$ cat src/rtl/ram_writer.sv
// ram_writer: commits single 16-bit words to DDR3 as masked BL8 writes via the MIG app interface
module ram_writer #(
  parameter int ADDR_WIDTH = 27,
  parameter int APP_DATA_WIDTH = 64,
  parameter int APP_MASK_WIDTH = 8,
  parameter logic [ADDR_WIDTH-1:0] MAX_RAM_ADDRESS = 'h03FFFF
) (
  input  logic                      clk,
  input  logic                      reset,
  input  logic [ADDR_WIDTH-1:0]     write_address,
  input  logic [15:0]               write_data,
  input  logic                      write_valid,
  output logic                      write_ready,
  output logic                      write_done,
  output logic                      addr_error,
  output logic [ADDR_WIDTH-1:0]     ram_address,
  output logic [2:0]                ram_cmd,
  output logic                      ram_en,
  input  logic                      ram_rdy,
  output logic [APP_DATA_WIDTH-1:0] ram_wdf_data,
  output logic [APP_MASK_WIDTH-1:0] ram_wdf_mask,
  output logic                      ram_wdf_wren,
  output logic                      ram_wdf_end,
  input  logic                      ram_wdf_rdy
);
  localparam logic [2:0] IDLE = 3'd0, WDF0 = 3'd1, WDF1 = 3'd2, CMD = 3'd3, DONE = 3'd4;
  logic [2:0] state;
  logic live;
  logic [ADDR_WIDTH-1:0] addr;
  logic [15:0] word;
  logic sel;
  // request FSM; live keeps write_ready low until the first edge after reset releases
  always_ff @(posedge clk or negedge reset)
    if (!reset) begin
      state <= IDLE;
      live <= 1'b0;
      addr <= '0;
      word <= '0;
      addr_error <= 1'b0;
    end else begin
      live <= 1'b1;
      case (state)
        IDLE: if (write_valid && write_ready) begin
          addr <= write_address;
          word <= write_data;
          if (write_address > MAX_RAM_ADDRESS) begin
            addr_error <= 1'b1;
            state <= DONE;
          end else state <= WDF0;
        end
        WDF0: if (ram_wdf_rdy) state <= WDF1;
        WDF1: if (ram_wdf_rdy) state <= CMD;
        CMD: if (ram_rdy) state <= DONE;
        default: state <= IDLE;
      endcase
    end
  // outputs decode from state and latched request only; the word lands in beat addr[2], lane addr[1:0]
  always_comb begin
    sel = (state == WDF0 || state == WDF1) && (addr[2] == (state == WDF1));
    write_ready = live && state == IDLE;
    write_done = state == DONE;
    ram_address = {addr[ADDR_WIDTH-1:3], 3'b000};
    ram_cmd = 3'b000;
    ram_en = state == CMD;
    ram_wdf_wren = state == WDF0 || state == WDF1;
    ram_wdf_end = state == WDF1;
    ram_wdf_data = sel ? APP_DATA_WIDTH'(word) << {addr[1:0], 4'b0000} : '0;
    ram_wdf_mask = sel ? ~(APP_MASK_WIDTH'(2'b11) << {addr[1:0], 1'b0}) : '1;
  end
endmodule

$ cat config.mk
export PLATFORM = sky130hd
export DESIGN_NAME = ram_writer
export DESIGN_NICKNAME = d
export VERILOG_FILES = /design/src/rtl/ram_writer.sv
export SDC_FILE = /design/constraint.sdc
export NUM_CORES = 1
export LEC_CHECK = 0
export ABC_CLOCK_PERIOD_IN_PS = 1980
export CAP_MARGIN = 10
export CORE_ASPECT_RATIO = 1.4
export CORE_MARGIN = 8
export CORE_UTILIZATION = 39
export DETAILED_ROUTE_END_ITERATION = 7
export PLACE_DENSITY = 0.82
export SYNTH_ARGS = -nofsm -noshare
export SYNTH_HDL_FRONTEND = slang
export SYNTH_SLANG_ARGS = --single-unit
$ cat constraint.sdc
create_clock -name clk -period 1.98 [get_ports clk]
set_input_delay 0.198 -clock clk [delete_from_list [all_inputs] [get_ports clk]]
set_output_delay 0.198 -clock clk [all_outputs]
set_load 0.01 [all_outputs]
---- Word-level counts from Yosys, hierarchy flattened ----
Index checks and enable logic that the tools add are counted.
storage, ports and cells
  flip-flop bits (word level) ............. 48
  logic and storage cells ................. 34
cells by class
  order comparisons ....................... 1
  eq/ne operators ......................... 9
  shifts and indexed selects .............. 2
  multiplexer cells ....................... 8
  bitwise gates (word level) .............. 1
  reduce and logical (&&, ||, !) cells .... 8
operator list
  cell                                                    number
  two-way mux 64 bit                                      1
  left shift 16 x 6 -> 64 bit                             1
  > comparator 27 x 18 -> 1 bit (second input constant)   1
  two-way mux 3 bit                                       5
  case mux 3 bit (4 select lines)                         1
  two-way mux 8 bit                                       1
  NOT 8 bit                                               1
  left shift 2 x 3 -> 8 bit (first input constant)        1
  equality test 3 x 2 -> 1 bit (second input constant)    2
  inequality test 2 x 1 -> 1 bit (second input constant)  2
  inequality test 2 bit (second input constant)           2
  AND reduction 4 bit                                     1
  equality test 3 x 1 -> 1 bit (second input constant)    1
  equality test 3 bit (second input constant)             1
  logical AND 1 bit                                       3
  logical NOT 3 bit                                       1
  AND reduction 3 bit                                     1
  AND reduction 2 bit                                     1
  equality test 1 bit                                     1
  logical OR 1 bit                                        1

---- Depth between registers and ports, before layout ----
Gate-level depths: netlist (run 1).
  word-level depth ........................ 5
  mapped depth ............................ 6

---- Least setup slack after synthesis (run 1) ----
OpenSTA, ideal clock, no wires.
  kind .................................... register to output
  start ................................... register state[0]
  end ..................................... output port ram_wdf_mask[1]
  data arrival time ....................... 1718 ps
  data required time ...................... 1782 ps
  path slack .............................. 64 ps
  cell stages (with the launch flop) ...... 6
  path through ............................ dfrtp_1 > or3b_4 > a2111oi_4 > buf_4 > inv_1 > buf_4
between the ends
  longest elaborated chain between the ends .. 4
  elaborated cells on any way between the ends .. 6
  classes of those cells .................. eq/ne (3); mux (1); reduce/logical (2)
RTL lines
  what                                                                                 line  RTL
  start: declaration                                                                   27    logic [2:0] state;
  start signal: assignment                                                             35    state <= IDLE;
  start signal: assignment                                                             48    state <= DONE;
  start signal: assignment                                                             49    end else state <= WDF0;
  equality test 3 x 2 -> 1 bit / equality test 3 x 1 -> 1 bit (equally long branches)  59    sel = (state == WDF0 || state == WDF1) && (addr[2] == (state == WDF1));
  equality test 1 bit / logical OR 1 bit (equally long branches)                       59
  logical AND 1 bit (*)                                                                59
  two-way mux 8 bit (*)                                                                68    ram_wdf_mask = sel ? ~(APP_MASK_WIDTH'(2'b11) << {addr[1:0], 1'b0}) : '1;
  end: declaration                                                                     21    output logic [APP_MASK_WIDTH-1:0] ram_wdf_mask,
Every way passes the cells marked *; elsewhere a longest branch is shown, timed or not.

---- Worst setup path in the final report (run 1) ----
  start ................................... register state[1]
  end ..................................... output port ram_wdf_data[32]
between the ends
  longest elaborated chain between the ends .. 4
  elaborated cells on any way between the ends .. 6
  classes of those cells .................. eq/ne (3); mux (1); reduce/logical (2)
RTL lines
  what                                                                                 line  RTL
  equality test 3 x 2 -> 1 bit / equality test 3 x 1 -> 1 bit (equally long branches)  59
  equality test 1 bit / logical OR 1 bit (equally long branches)                       59
  logical AND 1 bit (*)                                                                59
  two-way mux 64 bit (*)                                                               67    ram_wdf_data = sel ? APP_DATA_WIDTH'(word) << {addr[1:0], 4'b0000} : '0;
  end: declaration                                                                     20    output logic [APP_DATA_WIDTH-1:0] ram_wdf_data,
Marked as above.

==> out/qor.csv, run 1 <==
metric,value,unit
outcome,"complete, but fails checks",
violations,negative setup slack,
cp.arrival,2340,ps
grtUsageMet1,0.153,
fmax,395,MHz
overflow,0,
cp_cell_sequence,or3b_4 -> buf_6 -> a2111oi_4 -> buf_4 -> buf_12 -> buf_6 -> and2_4 -> buf_6,
p_leak,0.00224,µW
die_h,115,µm
powerDensity,919,nW/µm²
synth_warnings,0,
critPathKind,reg2out,
pwr-share-seq,0.407,
met3_usage,0.0632,
synth-seq-cells,48,
start_kind,flip-flop,
drc,0,
grt_pass1_wl,13.0,mm
diodes,0,
routed_wl,9.15,mm
p_int,2960,µW
busiest_layer,met2,
rows,36,
wl_per_cell,18.2,µm
hold_viol_final,0,
grt_max_degree,30,
syn_area,2760,µm²
grt_use_total,0.168,
die_w,87.1,µm
antenna_found_initial,0,
clk_path_buf_depth,2,
path_clk_slew,90,ps
postSynthAreaPerCell,11.3,µm²
min_path_type,in2async,
setup_viol,72,
cts_tree,yes,
required,1780,ps
cts_buffers,5,
cpMaxStageDelayCell,or3b_4,
ios,156,
ctsRootBufferMaster,clkbuf_8,
syn_to_final_growth,75.7,%
yosysTopAreaCellShare,0.436,
endpoint_kind,primary output,
via_per_inst,4.68,
core,6890,µm²
final_nets,455,
drive_gt1_frac,0.551,
swShare,0.336,
globalplace.congestion,0.760,
netlist-cell-type-count,30,
postSynthCellCount,245,
dr.first_iter.drc_count,56,
ant_nets,0,
period_minus_slack,2530,ps
setup_ws,-555,ps
ir_worst_vdd,733,µV
ys_seq_area_frac,0.436,
cts_sinks,48,
slowest_delay,460,ps
yosys.area.top_type,dfrtp_1,
die-area,10100,µm²
use_met2,0.330,
rsz0062_at_grt,true,
hpwl,6.04,mm
path_buf_inv,5,
cap_violations,0,
clock_latency,300,ps
hold_slack,390,ps
num_vias,2352,
power.share.combinational,0.456,
slew_violations,0,
crit_path_frequent_cell,buf_6,
place_area,4250,µm²
io_buffers,149,
firstDrtPassIters,4,
yosys-top-cells-area,"dfrtp_1, mux2_2, and2_1",
clock_skew,5.92,ps
start_util,0.400,
clockPowerShare,0.137,
final_area,4840,µm²
grt_pass1_vias,2457,
htreeDepth,2,
fin_crit_sh,1.28,
cp_top_family,buffers and inverters,
p_switching,1490,µW
critPathMaxFanout,4,
-- synth_stat cells (all sizes together) --
master   instances
clkbuf           3
mux2            44
a211oi           1
o2bb2ai          1
a31o             2
or3b             1
o22ai            1
inv              8
o221ai           1
a21o             1
dfrtp           48
a31oi            1
nor4bb           1
nand3            2
nor4b            1
nor2b            1
xnor2            1
conb             2
a2111oi          4
or2              1
a21oi            1
nor2             4
and2            64
buf             42
nand3b           1
nand2            4
nor3             2
and3             1
nor4             1
-- final cells by class --
class	count	area, µm²
clock inverter	2	10.0
multi-input combinational	149	1340
timing repair buffer	195	2050
sequential	48	1200
tap	95	119
inverter	8	37.5
clock buffer	6	82.6
fill	508	2050
-- flip-flops by register name, summed over array words and instances, names as in the netlist --
name        count
state           3
live            1
addr           27
word           16
addr_error      1
-- layout by cell type (no fill, tap or decap), types with 2 or more instances in the layout --
cell,synthesis,final
conb_1,2,7
inv_4,0,3
nand2_1,4,3
buf_6,0,63
buf_2,4,25
a2111oi_4,4,4
clkinv_2,0,2
buf_12,0,9
dlygate4sd2_1,0,2
buf_4,38,15
nor3_1,2,2
dlymetal6s2s_1,0,2
and2_1,64,23
clkdlybuf4s50_1,0,72
clkbuf_16,0,3
clkbuf_8,0,6
inv_1,8,5
dfrtp_1,48,47
a31o_2,2,2
nand3_1,2,2
mux2_2,44,44
nor2_1,4,4
and2_4,0,41
-- stage by stage --
stage / worst slack [ps] / cells / util / power (µW) / TNS (ps)
after CTS: -509 / 498 / 0.661 / 4420 / -23010
after global placement: -316 / 462 / 0.617 / 3660 / -20450
final: -555 / 503 / 0.703 / 4450 / -26700
after detailed placement: -368 / 462 / 0.617 / 3720 / -22240
after global routing: -597 / 503 / 0.703 / 4700 / -31270
after floorplan: 63.6 / 250 / - / 3000 / 0
-- path summary, 6_finish.rpt --
kind	depth (start not counted)	endpoint	slack, ps	startpoint
max	8	ram_wdf_data[32]	-550	state[1]$_DFFE_PN0P_
min	2	addr[3]$_DFFE_PN0P_	390	reset
max reg2reg	5	word[8]$_DFFE_PN0P_	260	state[2]$_DFFE_PN0P_
min reg2reg	1	addr_error$_DFFE_PN0P_	480	addr_error$_DFFE_PN0P_
max in group asynchronous	3	state[2]$_DFFE_PN0P_	1060	reset
min in group clk	1	addr_error$_DFFE_PN0P_	480	addr_error$_DFFE_PN0P_
-- power by group through the flow --
| stage | Clock, µW | Sequential [µW] | Combinational (µW) |
|---|---|---|---|
| CTS | 628 | 1780 | 2020 |
| global route | 659 | 1870 | 2170 |
| floorplan | 0 | 1690 | 1310 |
| detailed placement | 0 | 1780 | 1940 |
| finish | 609 | 1810 | 2030 |
| global placement | 0 | 1750 | 1900 |
-- worst register-to-register path: stages, from the launching register on --
cell	delay [ps]
dfrtp_2	500
buf_4	200
nor4b_4	280
nand2_2	140
buf_12	180
mux2_2	290
-- what timing repair did --
action | in CTS | in global routing
pin swaps | 15 | 5
resized for setup | 342 | 70
hold buffers | 1 | 0
setup buffers | 23 | 7
gates cloned | 4 | 2
hold endpoints to repair | 19 | 0
endpoints found under the setup margin | 75 | 74
-- metal layers --
layer  vias up  share of wire
li1       1099              -
met1      1137           0.33
met2       102           0.57
met3        14          0.079
met4         0          0.020
met5         -              0
-- logic make-up (layout without fill, tap and decap cells) --
group	count (synthesis)	after routing	synth area share
simple gates	84	84	0.188
flops	48	48	0.436
xor+xnor	1	1	0.00318
buf+inv	53	211	0.126
mux	44	44	0.180
other cells	2	7	0.00272
compound gates	13	13	0.0645
No activity file was read; power rests on OpenSTA's default activity.
==> inputs of run 2 (changes only) <==
Settings changed: ABC_CLOCK_PERIOD_IN_PS 1980 to 2650, CORE_ASPECT_RATIO 1.4 to 0.5, HOLD_SLACK_MARGIN set to 0.1.
Clock period 1.98 ns to 2.65 ns, I/O delays scaled along.
==> run 2 against run 1 <==
Compared with the run above:
- the run now ends clean
- non-clock buffer count is 8 lower
- combinational power is 33% lower
- utilization is 4.3 points lower
- first-iteration DRC count grew to 2.8 times the previous value
==> out/qor.csv, run 2 (synthesized netlist as in run 1, its figures left out) <==
metric,value,unit
powerDensity,798,nW/µm²
cts_buffers,5,
worstRegToRegCells,4,
io_buffers,149,
clk_path_buf_depth,2,
globalplace.congestion,0.773,
hold_slack,496,ps
path_buf_inv,3,
firstDrtPassIters,4,
fmax,385,MHz
max_slew_margin,0.556,
r2r_end,addr[2]$_DFFE_PN0P_,
diodes,0,
slowest_delay,480,ps
num_vias,2332,
critPathKind,reg2out,
core,6750,µm²
cp_cell_sequence,or3b_4 -> a2111oi_4 -> buf_4 -> buf_4 -> and2_1 -> dlygate4sd2_1,
ant_nets,0,
path_depth,6,
crit_path_frequent_cell,buf_4,
slew_violations,0,
cts_sinks,48,
largest_reg_flops,27,
rsz0062_at_grt,true,
start_util,0.408,
routed_wl,9.02,mm
dp.cells,460,
setup_viol,0,
drive_gt1_frac,0.261,
die_h,75.4,µm
clock_latency,290,ps
overflow,0,
drc,0,
grt_use_total,0.168,
hold_viol_final,0,
rrSetupSlack,630,ps
cp_top_family,simple AND/OR/NAND/NOR gates,
fin_crit_sh,0.980,
final_cell_mix,"clkdlybuf4s50_1, and2_1, dlygate4sd2_1, dfrtp_1, mux2_2",
antenna_found_initial,0,
r2r_start,state[2]$_DFFE_PN0P_,
die_w,135,µm
rows,21,
worst_pin_slew,666,ps
period_minus_slack,2600,ps
outcome,finished clean,
min_path_type,in2async,
syn_to_final_growth,61.7,%
grt_pass1_vias,2506,
p_leak,0.00218,µW
final.setup.tns,0,ps
path_clk_slew,60,ps
cap_violations,0,
hpwl,6.68,mm
ctsRootBufferMaster,clkbuf_16,
top_regs,"addr x27, word x16, state x3",
grt_max_degree,27,
cpMaxStageDelayCell,or3b_4,
clock_skew,2.92,ps
top_register,addr,
endpoint_kind,primary output,
die-area,10200,µm²
via_per_inst,4.75,
htreeDepth,2,
required,2380,ps
final_nets,447,
grt_pass1_wl,13.3,mm
cts_tree,yes,
start_kind,flip-flop,
final_common_cell,clkdlybuf4s50_1,
dr.first_iter.drc_count,155,
cp.arrival,2330,ps
wl_per_cell,18.4,µm
layout.cells.non_filler,491,
critPathMaxFanout,5,
ir_worst_vdd,431,µV
ios,156,
run 2: cell types whose count changed in the layout (fill, tap and decap cells not counted), sizes merged:
| cell | change |
|---|---|
| buf | -76 |
| bufbuf | -1 |
| bufinv | +2 |
| clkbuf | +1 |
| clkdlybuf4s15 | +4 |
| clkdlybuf4s50 | +5 |
| clkinv | -2 |
| dlygate4sd2 | +54 |
| dlymetal6s2s | +4 |
run 2: timing repair:
action                                 4_1_cts  5_1_grt
setup buffers                               18        3
cloned                                       2        0
setup endpoints to repair                   65       19
hold buffers                                 1        0
pin swaps                                    4        0
endpoints found under the hold margin       22        0
gates resized for setup                     67       22
run 2: worst max-delay path by stage:
| stage | from | end | slack, ps |
|---|---|---|---|
| final | state[1]$_DFFE_PN0P_ | ram_wdf_data[35] | 50 |
| after global routing | state[1]$_DFFE_PN0P_ | ram_wdf_data[35] | 4 |
| after global placement | state[1]$_DFFE_PN0P_ | ram_wdf_data[0] | 210 |
| after detailed placement | state[1]$_DFFE_PN0P_ | ram_wdf_data[5] | 150 |
| after CTS | state[1]$_DFFE_PN0P_ | ram_wdf_data[21] | 9 |
| after floorplan | state[0]$_DFFE_PN0P_ | ram_wdf_mask[1] | 670 |
run 2: final cells by class:
class / count / area, µm²
Clock buffer: 5 / 125
Clock inverter: 2 / 60.1
Fill cell: 518 / 2290
Inverter: 8 / 30.0
Multi-Input combinational cell: 149 / 1230
Sequential cell: 48 / 1200
Tap cell: 92 / 115
Timing Repair Buffer: 187 / 1700
run 2: layer usage:
metal / track usage / wire length (µm) / vias to the layer above
met5: 0 / 0 / -
met4: 0.0826 / 282 / 0
met3: 0.0461 / 469 / 20
met2: 0.337 / 4940 / 72
met1: 0.161 / 3330 / 1163
li1: - / - / 1077
run 2: report_power, final:
| group | internal, µW | switching [µW] | leakage (µW) |
|---|---|---|---|
| combinational | 832 | 534 | 0.00152 |
| clock | 535 | 271 | 0.0000899 |
| sequential | 1070 | 317 | 0.000563 |
| total | 2440 | 1120 | 0.00218 |
run 2: metrics by stage:
stage	total power [µW]	util	area [µm²]	setup slack (ps)
2_1_floorplan	2240	-	2780	667
3_3_place_gp	2660	0.617	4170	214
3_5_place_dp	2740	0.617	4170	152
4_1_cts	3570	0.656	4430	9.13
5_1_grt	3730	0.660	4460	4.13
6_report	3560	0.660	4460	53.0
==> inputs of run 3 (changes only) <==
Settings changed: CORE_UTILIZATION 39 to 63, DONT_BUFFER_PORTS set to 1, PLACE_DENSITY 0.82 to 0.79.
==> run 3 against run 2 <==
Compared with the run above:
- cell count is 41% lower
- critical path depth decreased by 2
- design area down 36%
- non-clock buffer count down 169
- combinational power fell by 46%
- utilization is 0.11 points higher
- hold slack got worse by 380 ps
- critical endpoint is now ram_wdf_data[34]
- largest cell class is now multi-input combinational cells
==> out/qor.csv, run 3 (synthesized netlist as in run 1, its figures left out) <==
metric,value,unit
cts_buffers,5,
antenna_found_initial,0,
drc,0,
ant_nets,0,
globalplace.congestion,0.785,
seqCellArea,1200,µm²
min_path_type,in2reg,
multiInputGateArea,1230,µm²
hp-start,write_address[3],
die_w,110,µm
wl_per_cell,20.9,µm
powerDensity,965,nW/µm²
via_per_inst,5.62,
nFillCells,319,
final_cell_mix,"and2_1, dfrtp_1, mux2_2",
final_common_cell,and2_1,
io_buffers,0,
period_minus_slack,2450,ps
rows,17,
cts_tree,yes,
required,2380,ps
outcome,finished clean,
p_leak,0.00120,µW
whs_path_depth,1,
ctsRootBufferMaster,clkbuf_8,
num_vias,1619,
ir_worst_vdd,554,µV
top_regs,"addr x27, word x16, state x3",
diodes,0,
setup_ws,198,ps
drive_gt1_frac,0.312,
fmax,408,MHz
rsz0062_at_grt,false,
top_register,addr,
critPathMaxFanout,11,
grt_use_total,0.167,
grt_pass1_wl,9.11,mm
syn_to_final_growth,3.09,%
r2r_start,state[1]$_DFFE_PN0P_,
critPathKind,reg2out,
hold_viol_final,0,
cts-resized-gates,0,
top_layer,met4,
largest_reg_flops,27,
final.setup.tns,0,ps
overflow,0,
cts_sinks,48,
die_h,62.8,µm
hpwl,4.56,mm
r2r_end,word[5]$_DFFE_PN0P_,
routed_wl,6.02,mm
slew_violations,0,
start_kind,flip-flop,
clock_skew,4.49,ps
pre_cts_slack,370,ps
worst_hold_path.endpoint,addr[3]$_DFFE_PN0P_,
ios,156,
cap_violations,0,
max_slew_margin,0.634,
met3WireLength,740,µm
firstDrtPassIters,4,
met1Wirelength,2.10,mm
path_clk_slew,90,ps
cp.arrival,2190,ps
rrSetupSlack,680,ps
clock_latency,290,ps
grt_max_degree,49,
die-area,6880,µm²
htreeDepth,2,
grt_pass1_vias,1712,
setup_viol,0,
start_util,0.642,
fin_crit_sh,0.925,
endpoint_kind,primary output,
clk_path_buf_depth,2,
final_nets,278,
worstRegToRegCells,5,
worst_pin_slew,543,ps
core,4300,µm²
dr.first_iter.drc_count,73,
dr_wl_met2,3.13,mm
[run 3: how the worst max path moves through the flow]
stage / startpoint / end / slack, ps / depth (start not counted)
CTS: state[1]$_DFFE_PN0P_ / ram_wdf_data[34] / 20 / 4
global placement: state[1]$_DFFE_PN0P_ / ram_wdf_data[34] / 450 / 4
finish: state[1]$_DFFE_PN0P_ / ram_wdf_data[34] / 200 / 4
floorplan: state[0]$_DFFE_PN0P_ / ram_wdf_mask[1] / 670 / 5
global route: state[1]$_DFFE_PN0P_ / ram_wdf_data[32] / 50 / 4
detailed placement: state[1]$_DFFE_PN0P_ / ram_wdf_data[34] / 370 / 4
[run 3: power breakdown]
group          leakage, µW  internal [µW]  switching, µW
registers         0.000563           1070            393
logic             0.000580            414            320
clock network    0.0000614            309            239
total              0.00120           1790            952
[run 3: per-stage QoR]
stage                     utilization  area [µm²]  hold WS [ps]  cells  total power [µW]
after global placement          0.606        2610         -29.4    270              2140
final                           0.661        2840           111    288              2740
after floorplan                     -        2780         -30.6    250              2240
after detailed placement        0.606        2610         -29.4    270              2200
after global routing            0.661        2840           100    288              2910
after CTS                       0.643        2760           101    280              2770
[run 3: critical path, stage by stage (launching register included)]
cell	delay (ps)
dfrtp_1	570
nand3b_1	380
a2111oi_4	500
buf_4	230
and2_1	210
[run 3: what timing repair did]
action,in CTS,in global routing
endpoints found under the setup margin,0,12
buffers inserted,0,1
hold buffers,2,7
endpoints found under the hold margin,48,7
[run 3: area by class of cell]
type,instances,area share
clock buffer,6,0.0291
clock inverter,2,0.0137
inverter,8,0.0106
multi-input combinational,149,0.433
sequential,48,0.423
tap,57,0.0251
timing repair buffer,18,0.0661
[run 3: routing by layer]
layer	vias up	global-route usage
met5	-	0
met4	0	0.0417
met3	6	0.0823
met2	81	0.297
met1	796	0.168
li1	736	-
